--- src/rtl/ctrl_pipe_decoder.sv ---
// Pipelined MIPS main-control decoder: ID decode, load-use hazard detection, ID/EX, EX/MEM and MEM/WB control registers.
// Optional feature macro: DECODE_BNE_EN (op 000101 decodes as bne; otherwise it is illegal).
module ctrl_pipe_decoder #(
    parameter int ALUOP_W = 3,
    parameter int REG_W   = 5
) (
    input  logic               clk_i,
    input  logic               rst_i,
    input  logic [31:0]        instr_i,
    input  logic               instr_valid_i,
    input  logic               flush_i,
    output logic               id_jump_o,
    output logic               id_jr_o,
    output logic               illegal_o,
    output logic               stall_o,
    output logic [ALUOP_W-1:0] ex_aluop_o,
    output logic               ex_alusrc_o,
    output logic               ex_memread_o,
    output logic [REG_W-1:0]   ex_dst_o,
    output logic               mem_read_o,
    output logic               mem_write_o,
    output logic               mem_branch_o,
    output logic [1:0]         mem_btype_o,
    output logic [REG_W-1:0]   mem_dst_o,
    output logic               wb_regwrite_o,
    output logic [1:0]         wb_memtoreg_o,
    output logic [REG_W-1:0]   wb_dst_o
);

    typedef struct packed {
        logic [ALUOP_W-1:0] aluop;
        logic               alusrc;
        logic               memread;
        logic               memwrite;
        logic               branch;
        logic [1:0]         btype;
        logic               regwrite;
        logic [1:0]         memtoreg;
        logic [REG_W-1:0]   dst;
    } ctrl_t;

    localparam logic [5:0] OP_RTYPE = 6'b000000;
    localparam logic [5:0] OP_J     = 6'b000010;
    localparam logic [5:0] OP_JAL   = 6'b000011;
    localparam logic [5:0] OP_BEQ   = 6'b000100;
    localparam logic [5:0] OP_BNE   = 6'b000101;
    localparam logic [5:0] OP_ADDI  = 6'b001000;
    localparam logic [5:0] OP_SLTI  = 6'b001010;
    localparam logic [5:0] OP_LW    = 6'b100011;
    localparam logic [5:0] OP_SW    = 6'b101011;
    localparam logic [5:0] FN_JR    = 6'b001000;

    logic [5:0] op;
    logic [4:0] rs;
    logic [4:0] rt;
    logic [4:0] rd;
    logic [5:0] funct;

    assign op    = instr_i[31:26];
    assign rs    = instr_i[25:21];
    assign rt    = instr_i[20:16];
    assign rd    = instr_i[15:11];
    assign funct = instr_i[5:0];

    ctrl_t dec_word;
    logic  dec_jump;
    logic  dec_jr;
    logic  dec_illegal;
    logic  dec_kill;
    logic  dec_uses_rt;

    // j, jr and illegal opcodes decode to a zero word and are also forced into a bubble.
    always_comb begin
        dec_word    = '0;
        dec_jump    = 1'b0;
        dec_jr      = 1'b0;
        dec_illegal = 1'b0;
        dec_kill    = 1'b0;
        dec_uses_rt = 1'b0;
        case (op)
            OP_RTYPE: begin
                if (funct == FN_JR) begin
                    dec_jr   = 1'b1;
                    dec_kill = 1'b1;
                end else begin
                    dec_word.aluop    = ALUOP_W'(3'b010);
                    dec_word.dst      = REG_W'(rd);
                    dec_word.regwrite = 1'b1;
                    dec_uses_rt       = 1'b1;
                end
            end
            OP_ADDI: begin
                dec_word.aluop    = ALUOP_W'(3'b000);
                dec_word.alusrc   = 1'b1;
                dec_word.dst      = REG_W'(rt);
                dec_word.regwrite = 1'b1;
            end
            OP_SLTI: begin
                dec_word.aluop    = ALUOP_W'(3'b011);
                dec_word.alusrc   = 1'b1;
                dec_word.dst      = REG_W'(rt);
                dec_word.regwrite = 1'b1;
            end
            OP_LW: begin
                dec_word.aluop    = ALUOP_W'(3'b000);
                dec_word.alusrc   = 1'b1;
                dec_word.memread  = 1'b1;
                dec_word.dst      = REG_W'(rt);
                dec_word.regwrite = 1'b1;
                dec_word.memtoreg = 2'b01;
            end
            OP_SW: begin
                dec_word.aluop    = ALUOP_W'(3'b000);
                dec_word.alusrc   = 1'b1;
                dec_word.memwrite = 1'b1;
                dec_uses_rt       = 1'b1;
            end
            OP_BEQ: begin
                dec_word.aluop  = ALUOP_W'(3'b001);
                dec_word.branch = 1'b1;
                dec_word.btype  = 2'b00;
                dec_uses_rt     = 1'b1;
            end
            OP_BNE: begin
`ifdef DECODE_BNE_EN
                dec_word.aluop  = ALUOP_W'(3'b001);
                dec_word.branch = 1'b1;
                dec_word.btype  = 2'b01;
                dec_uses_rt     = 1'b1;
`else
                dec_illegal = 1'b1;
                dec_kill    = 1'b1;
`endif
            end
            OP_J: begin
                dec_jump = 1'b1;
                dec_kill = 1'b1;
            end
            OP_JAL: begin
                dec_jump          = 1'b1;
                dec_word.dst      = '1;
                dec_word.regwrite = 1'b1;
                dec_word.memtoreg = 2'b10;
            end
            default: begin
                dec_illegal = 1'b1;
                dec_kill    = 1'b1;
            end
        endcase
    end

    ctrl_t ex_q, ex_d;
    ctrl_t mem_q, mem_d;
    ctrl_t wb_q, wb_d;

    logic id_active;
    logic hazard;
    logic stall;
    logic bubble;

    // The ID instruction is consumed on a rising edge when instr_valid_i=1 and stall_o=0;
    // while stall_o=1 the fetch side must hold PC and IF/ID so instr_i is re-presented.
    assign id_active = instr_valid_i & ~flush_i;
    assign hazard    = ex_q.memread & (ex_q.dst != '0)
                     & ((ex_q.dst == REG_W'(rs)) | (dec_uses_rt & (ex_q.dst == REG_W'(rt))))
                     & instr_valid_i;
    assign stall     = hazard & ~flush_i;
    assign bubble    = stall | flush_i | ~instr_valid_i | dec_kill;

    always_comb begin
        ex_d  = bubble ? '0 : dec_word;
        mem_d = ex_q;
        wb_d  = mem_q;
    end

    always_ff @(posedge clk_i or negedge rst_i) begin
        if (!rst_i) begin
            ex_q  <= '0;
            mem_q <= '0;
            wb_q  <= '0;
        end else begin
            ex_q  <= ex_d;
            mem_q <= mem_d;
            wb_q  <= wb_d;
        end
    end

    assign id_jump_o     = id_active & dec_jump;
    assign id_jr_o       = id_active & dec_jr;
    assign illegal_o     = id_active & dec_illegal;
    assign stall_o       = stall;

    assign ex_aluop_o    = ex_q.aluop;
    assign ex_alusrc_o   = ex_q.alusrc;
    assign ex_memread_o  = ex_q.memread;
    assign ex_dst_o      = ex_q.dst;

    assign mem_read_o    = mem_q.memread;
    assign mem_write_o   = mem_q.memwrite;
    assign mem_branch_o  = mem_q.branch;
    assign mem_btype_o   = mem_q.btype;
    assign mem_dst_o     = mem_q.dst;

    assign wb_regwrite_o = wb_q.regwrite;
    assign wb_memtoreg_o = wb_q.memtoreg;
    assign wb_dst_o      = wb_q.dst;

    // Fields that later stages carry but never drive out (shamt, EX-only and MEM-only controls).
    logic unused_bits;
    assign unused_bits = ^{instr_i[10:6], mem_q.aluop, mem_q.alusrc, mem_q.regwrite,
                           mem_q.memtoreg, wb_q.aluop, wb_q.alusrc, wb_q.memread,
                           wb_q.memwrite, wb_q.branch, wb_q.btype, ex_q.memwrite,
                           ex_q.branch, ex_q.btype, ex_q.regwrite, ex_q.memtoreg};

endmodule

--- config.mk ---
export PLATFORM = sky130hd
export DESIGN_NAME = ctrl_pipe_decoder
export DESIGN_NICKNAME = d
export VERILOG_FILES = /design/src/rtl/ctrl_pipe_decoder.sv
export SDC_FILE = /design/constraint.sdc
export NUM_CORES = 1
export LEC_CHECK = 0
export CORE_MARGIN = 10
export CORE_UTILIZATION = 35
export CTS_BUF_LIST = sky130_fd_sc_hd__clkbuf_8
export DETAILED_ROUTE_END_ITERATION = 8
export GPL_TIMING_DRIVEN = 1
export PLACE_DENSITY = 0.67
export SLEW_MARGIN = 20
export SYNTH_ARGS = -nofsm -noshare
export SYNTH_HDL_FRONTEND = slang
export SYNTH_SLANG_ARGS = --single-unit
--- constraint.sdc ---
create_clock -name clk_i -period 2.5 [get_ports clk_i]
set_clock_uncertainty 0.2 [all_clocks]
set_input_delay 0.5 -clock clk_i [delete_from_list [all_inputs] [get_ports clk_i]]
set_output_delay 0.5 -clock clk_i [all_outputs]
set_load 0.005 [all_outputs]
==> impl_metrics.tcl, run 1 <==
set metrics [dict create \
    run_status "finished, violations left" \
    violations "negative setup slack" \
    period_share_pct 106 \
    synth_area_leaders "dfrtp_1 56%, buf_4 8.2%, nor2_1 3.6%, xnor2_1 3.6%, a221oi_1 3.0%" \
    finalSetupViolations 1 \
    placed_cells 247 \
    synthTopCellsByCount "33 x dfrtp_1, 16 x buf_4, 14 x nor2_1" \
    avgSynthCellArea_um2 11.6 \
    synth_edf_count 0 \
    ios 68 \
    fp.dieArea_um2 7190 \
    grt_pass1_vias 1444 \
    grt_max_degree 34 \
    layout-drive-gt1-share_pct 31.1 \
    clock.fmax_ghz 0.376 \
    grt_pass1_wl_um 7060 \
    ys_seq_area_share_pct 56.2 \
    initial_core_util_pct 36.5 \
    drt_first_pass_iters 4 \
    r2r_slack_ns 0.18 \
    synth_cells 127 \
    chipHeight_um 84.8 \
    die-width_um 84.8 \
    yosys.area.top_type "dfrtp_1" \
    clockRootBuffer "clkbuf_8" \
    ys_warn_count 0 \
    numPortBuffers 59 \
    gp_congestion 0.786 \
    core_um2 4030 \
    ys_types 35 \
    maxCapViolCount 0 \
    drc 0 \
    synth_ff_type "dfrtp_1" \
    ctsHoldBuffers 0 \
    cts.clk_slew.worst_paths_ns 0.06 \
    required_ns 1.80 \
    finalWorstSetupSlack_ns -0.162 \
    cts.path.max_buffers 2 \
    ys_ff_latch 33 \
    crit_type "in -> out" \
    cts_tree "done" \
    vias_per_cell 4.95 \
    vias 1298 \
    ir_worst_vdd_mv 0.203 \
    min_path_type "reg -> reg" \
    cp_max_fo 6 \
    drv_slew 0 \
    syn_area_um2 1470 \
    final_cells 262 \
    dp_hpwl_um 3130 \
    routed_wl_um 4360 \
    path_cells "dlygate4sd2_1 -> nand3_2 -> nor4b_2 -> buf_4 -> o311ai_4 -> a211oi_2 -> buf_2" \
    diodes 0 \
    drt_iter0_markers 54 \
    leakage_uw 0.00110 \
    fin_nets 247 \
    clk_latency_ns 0.28 \
    critPathCaptureType "output port" \
    crit_slowest_cell "nor4b_2" \
    row_count 23 \
    power_density_nw_per_um2 495 \
    grt_antenna_before_repair 0 \
    multi_input_area_um2 592 \
    fin_util_pct 60.0 \
    ant_nets 0 \
    async_flop_share_pct 100 \
    final.fill_count 330 \
    hold_violations 0 \
    cts_sinks 33 \
    regArea_um2 826 \
    grt_overflow 0 \
    yosysMostFrequentCell "dfrtp_1" \
    wl_per_cell_um 16.6 \
    cp.arrival_ns 1.96 \
    cpPeakStageDelay_ns 0.31 \
    fin_crit_ns 2.66 \
    rsz0062_at_grt "true" \
    synth_top_area_share_pct 56.2 \
    area_growth_pct 64.7 \
    start_kind "input pin" \
    htree_levels 2 \
    numCtsBuffers 5 \
    grt_use_total_pct 12.2 \
]
==> metal layers <==
layer | vias to the layer above | track usage [%] | wire length [um]
met5 | - | 0 | 0
met4 | 0 | 5.99 | 109
met3 | 13 | 5.22 | 371
met2 | 65 | 20.2 | 2190
met1 | 626 | 13.0 | 1680
li1 | 594 | - | -
==> state kept, by name, summed over array words and instances, names as in the netlist <==
name	cells
mem_read_o	1
ex_dst_o	5
mem_branch_o	1
ex_q	5
wb_regwrite_o	1
ex_aluop_o	2
mem_q	3
ex_alusrc_o	1
wb_dst_o	5
ex_memread_o	1
mem_write_o	1
mem_dst_o	5
wb_memtoreg_o	2
==> critical path, delay by kind of cell <==
kind                   cells  cell delay (ns)
buffers and inverters      3             0.66
and+or+nand+nor            2             0.43
AOI/OAI and AO/OA          2             0.37
==> cell usage in the layout (no fill, tap or decap), types with 2 or more instances in the layout <==
cell	count
nand3_1	3
and3_1	3
o21ai_2	2
nor3_2	2
clkdlybuf4s50_1	41
nor4_2	3
xor2_1	4
buf_4	34
clkbuf_8	6
conb_1	3
buf_6	2
dlygate4sd2_1	11
xnor2_1	6
nand2_1	2
nor3b_1	2
dfrtp_1	33
buf_2	3
inv_1	3
nor2_1	13
a21oi_1	2
a221oi_1	5
nor3_1	2
and2b_1	2
==> metrics by stage <==
stage / setup slack, ns / instance area [um^2] / setup TNS (ns) / hold WS (ns) / total power [uW]
final: -0.162 / 2420 / -0.162 / 0.148 / 1200
after floorplan: 0.0157 / 1480 / 0 / 0.00441 / 595
after global routing: -0.212 / 2420 / -0.236 / 0.159 / 1250
after global placement: -0.879 / 2200 / -3.63 / 0.132 / 687
after CTS: -0.125 / 2360 / -0.125 / 0.150 / 1200
after detailed placement: -0.925 / 2200 / -4.13 / 0.135 / 691
==> what timing repair did <==
item | in CTS | in global routing
pin swaps | 8 | 7
gates cloned | 0 | 0
setup endpoints to repair | 4 | 3
gates resized for setup | 44 | 9
setup buffers | 5 | 3
==> power by group <==
group	total, uW	internal, uW	leakage (uW)	switching (uW)
sequential	540	538	0.000460	1.69
combinational	150	81.8	0.000581	68.2
clock	508	321	0.0000626	188
total	1200	940	0.00110	258
==> logic make-up after synthesis <==
group / Yosys count / share of synthesized area [%]
flip-flops: 33 / 56.2
AO/OA/AOI/OAI: 17 / 10.4
buffers and inverters: 20 / 9.71
other: 1 / 0.255
XOR/XNOR: 10 / 5.96
AND/OR/NAND/NOR: 46 / 17.5
==> layout make-up <==
cell class	count	area share (%)
repair buffers	93	33.7
clock buffers	6	3.41
inverters	2	0.310
multi-input cells	76	24.5
flip-flops and latches	33	34.1
well taps	50	2.59
clock inverters	2	1.40
==> worst paths after layout <==
| kind | start | to | cells after the start |
|---|---|---|---|
| setup / recovery | instr_i[26] | stall_o | 7 |
| max in group asynchronous | rst_i | mem_write_o | 2 |
| min in group asynchronous | rst_i | mem_dst_o[4] | 2 |
| hold / removal | mem_q[7] | wb_regwrite_o | 0 |
| hold reg to reg | mem_q[7] | wb_regwrite_o | 0 |
| setup reg to reg | ex_dst_o[1] | ex_q[5] | 8 |
(Power assumes the default switching activity.)
==> run 2, diff against run 1 <==
Settings changed: CORE_UTILIZATION 35 to 33, GPL_ROUTABILITY_DRIVEN from default to 0, PLACE_DENSITY 0.67 to 0.63.
==> run 2 against run 1 <==
Net effect: the run still ends with negative setup slack left; critical path depth is 1 lower; first-iteration DRC count is 33% lower; fmax rose by 1.1%; non-clock buffer count fell by 2; cell count unchanged; final area shrank 2.5%; critical path type unchanged; highest routed layer unchanged.
==> impl_metrics.tcl, run 2 (same netlist as run 1, synthesis figures left out) <==
set metrics [dict create \
    cp_max_fo 2 \
    critPathCaptureType "output port" \
    final_area_um2 2360 \
    drc 0 \
    die-width_um 86.7 \
    cts_tree "done" \
    leakage_uw 0.00108 \
    crit_slowest_cell "or4_4" \
    htree_levels 2 \
    cpPeakStageDelay_ns 0.56 \
    ios 68 \
    ctsHoldBuffers 0 \
    period_share_pct 105 \
    p_total_uw 1060 \
    placed_cells 250 \
    clk_latency_ns 0.27 \
    rsz0062_at_grt "true" \
    ant_nets 0 \
    core_um2 4320 \
    final_common_cell "clkdlybuf4s50_1" \
    maxCapViolCount 0 \
    drt_iter0_markers 36 \
    drt_first_pass_iters 4 \
    ir_worst_vdd_mv 0.236 \
    start_kind "input pin" \
    vias_per_cell 4.76 \
    routed_wl_um 4140 \
    hold_depth 0 \
    layout_common_cells "41 x clkdlybuf4s50_1, 33 x dfrtp_1, 32 x buf_4" \
    chipHeight_um 86.7 \
    crit_type "in -> out" \
    diodes 0 \
    grt_pass1_wl_um 6630 \
    violations "negative setup slack" \
    min_path_type "reg -> reg" \
    path_cells "buf_6 -> or4_4 -> a211oi_4 -> o311ai_4 -> a211oi_2 -> buf_2" \
    cp.arrival_ns 1.93 \
    dp_hpwl_um 3180 \
    p_int_uw 810 \
    layout-drive-gt1-share_pct 29.0 \
    fp.dieArea_um2 7520 \
    wl_per_cell_um 15.8 \
    final_cells 262 \
    power.share.sequential_pct 51.1 \
    p_comb_share_pct 13.8 \
    cts.path.max_buffers 2 \
    power_density_nw_per_um2 448 \
    fin_crit_ns 2.63 \
    grt_pass1_vias 1348 \
    cts_sinks 33 \
    fin_nets 245 \
    run_status "finished, violations left" \
    p_sw_share_pct 23.2 \
    hold_violations 0 \
    pwr-share-clk_pct 35.1 \
    clockRootBuffer "clkbuf_8" \
    drv_slew 0 \
    fin_util_pct 54.5 \
    clock.fmax_ghz 0.380 \
    numPortBuffers 59 \
    setup_tns_ns -0.132 \
    required_ns 1.80 \
    cts.clk_slew.worst_paths_ns 0.06 \
    r2r_slack_ns 0.21 \
    area_growth_pct 60.5 \
    place_area_um2 2210 \
    vias 1247 \
    finalSetupViolations 1 \
    grt_antenna_before_repair 0 \
    finalWorstSetupSlack_ns -0.132 \
    grt_overflow 0 \
    grt_use_total_pct 10.9 \
    grt_max_degree 34 \
    numCtsBuffers 5 \
    row_count 24 \
    reg2regPathDepth 8 \
    initial_core_util_pct 34.0 \
    power_switching_uw 245 \
]
==> run 2: through the flow <==
stage / hold WS (ns) / setup slack [ns]
finish: 0.147 / -0.132
global route: 0.155 / -0.183
CTS: 0.142 / -0.127
detailed placement: 0.135 / -0.907
global placement: 0.132 / -0.884
floorplan: 0.00441 / 0.0157
==> run 2: worst max-delay path: cells and delay by family <==
family | cells | cell delay (ns)
AO/OA/AOI/OAI | 3 | 0.63
AND/OR/NAND/NOR | 1 | 0.56
buffers and inverters | 2 | 0.24
==> run 2: repair_timing <==
item / 4_1_cts / 5_1_grt
pin swaps: 8 / 5
gates resized for setup: 41 / 8
buffers inserted: 3 / 1
setup endpoints to repair: 4 / 2
==> run 2: power by group through the flow <==
stage / Combinational (uW) / Sequential (uW) / Clock, uW
after floorplan: 45.0 / 550 / 0
after CTS: 138 / 539 / 383
final: 145 / 540 / 371
after global routing: 157 / 539 / 406
after global placement: 139 / 549 / 0
after detailed placement: 141 / 549 / 0
==> run 2: metal layers <==
metal  routed length [um]  up-vias  global-route usage, %
met4                   85        0                   5.15
met5                    0        -                      0
met2                 2120       56                   19.1
met3                  318        6                   3.19
li1                     -      590                      -
met1                 1620      595                   11.7
==> run 2: final timing paths <==
kind,start,to
setup / recovery,instr_i[31],stall_o
max in group asynchronous,rst_i,ex_alusrc_o
setup reg to reg,ex_dst_o[1],ex_memread_o
hold / removal,ex_q[7],mem_q[7]
hold reg to reg,ex_q[7],mem_q[7]
min in group asynchronous,rst_i,wb_dst_o[2]
==> run 2: final cells by class <==
class / instances / area (um^2)
Clock buffer: 5 / 68.8
Clock inverter: 3 / 17.5
Fill cell: 392 / 1970
Inverter: 2 / 7.51
Multi-Input combinational cell: 76 / 567
Sequential cell: 33 / 826
Tap cell: 52 / 65.1
Timing Repair Buffer: 91 / 806
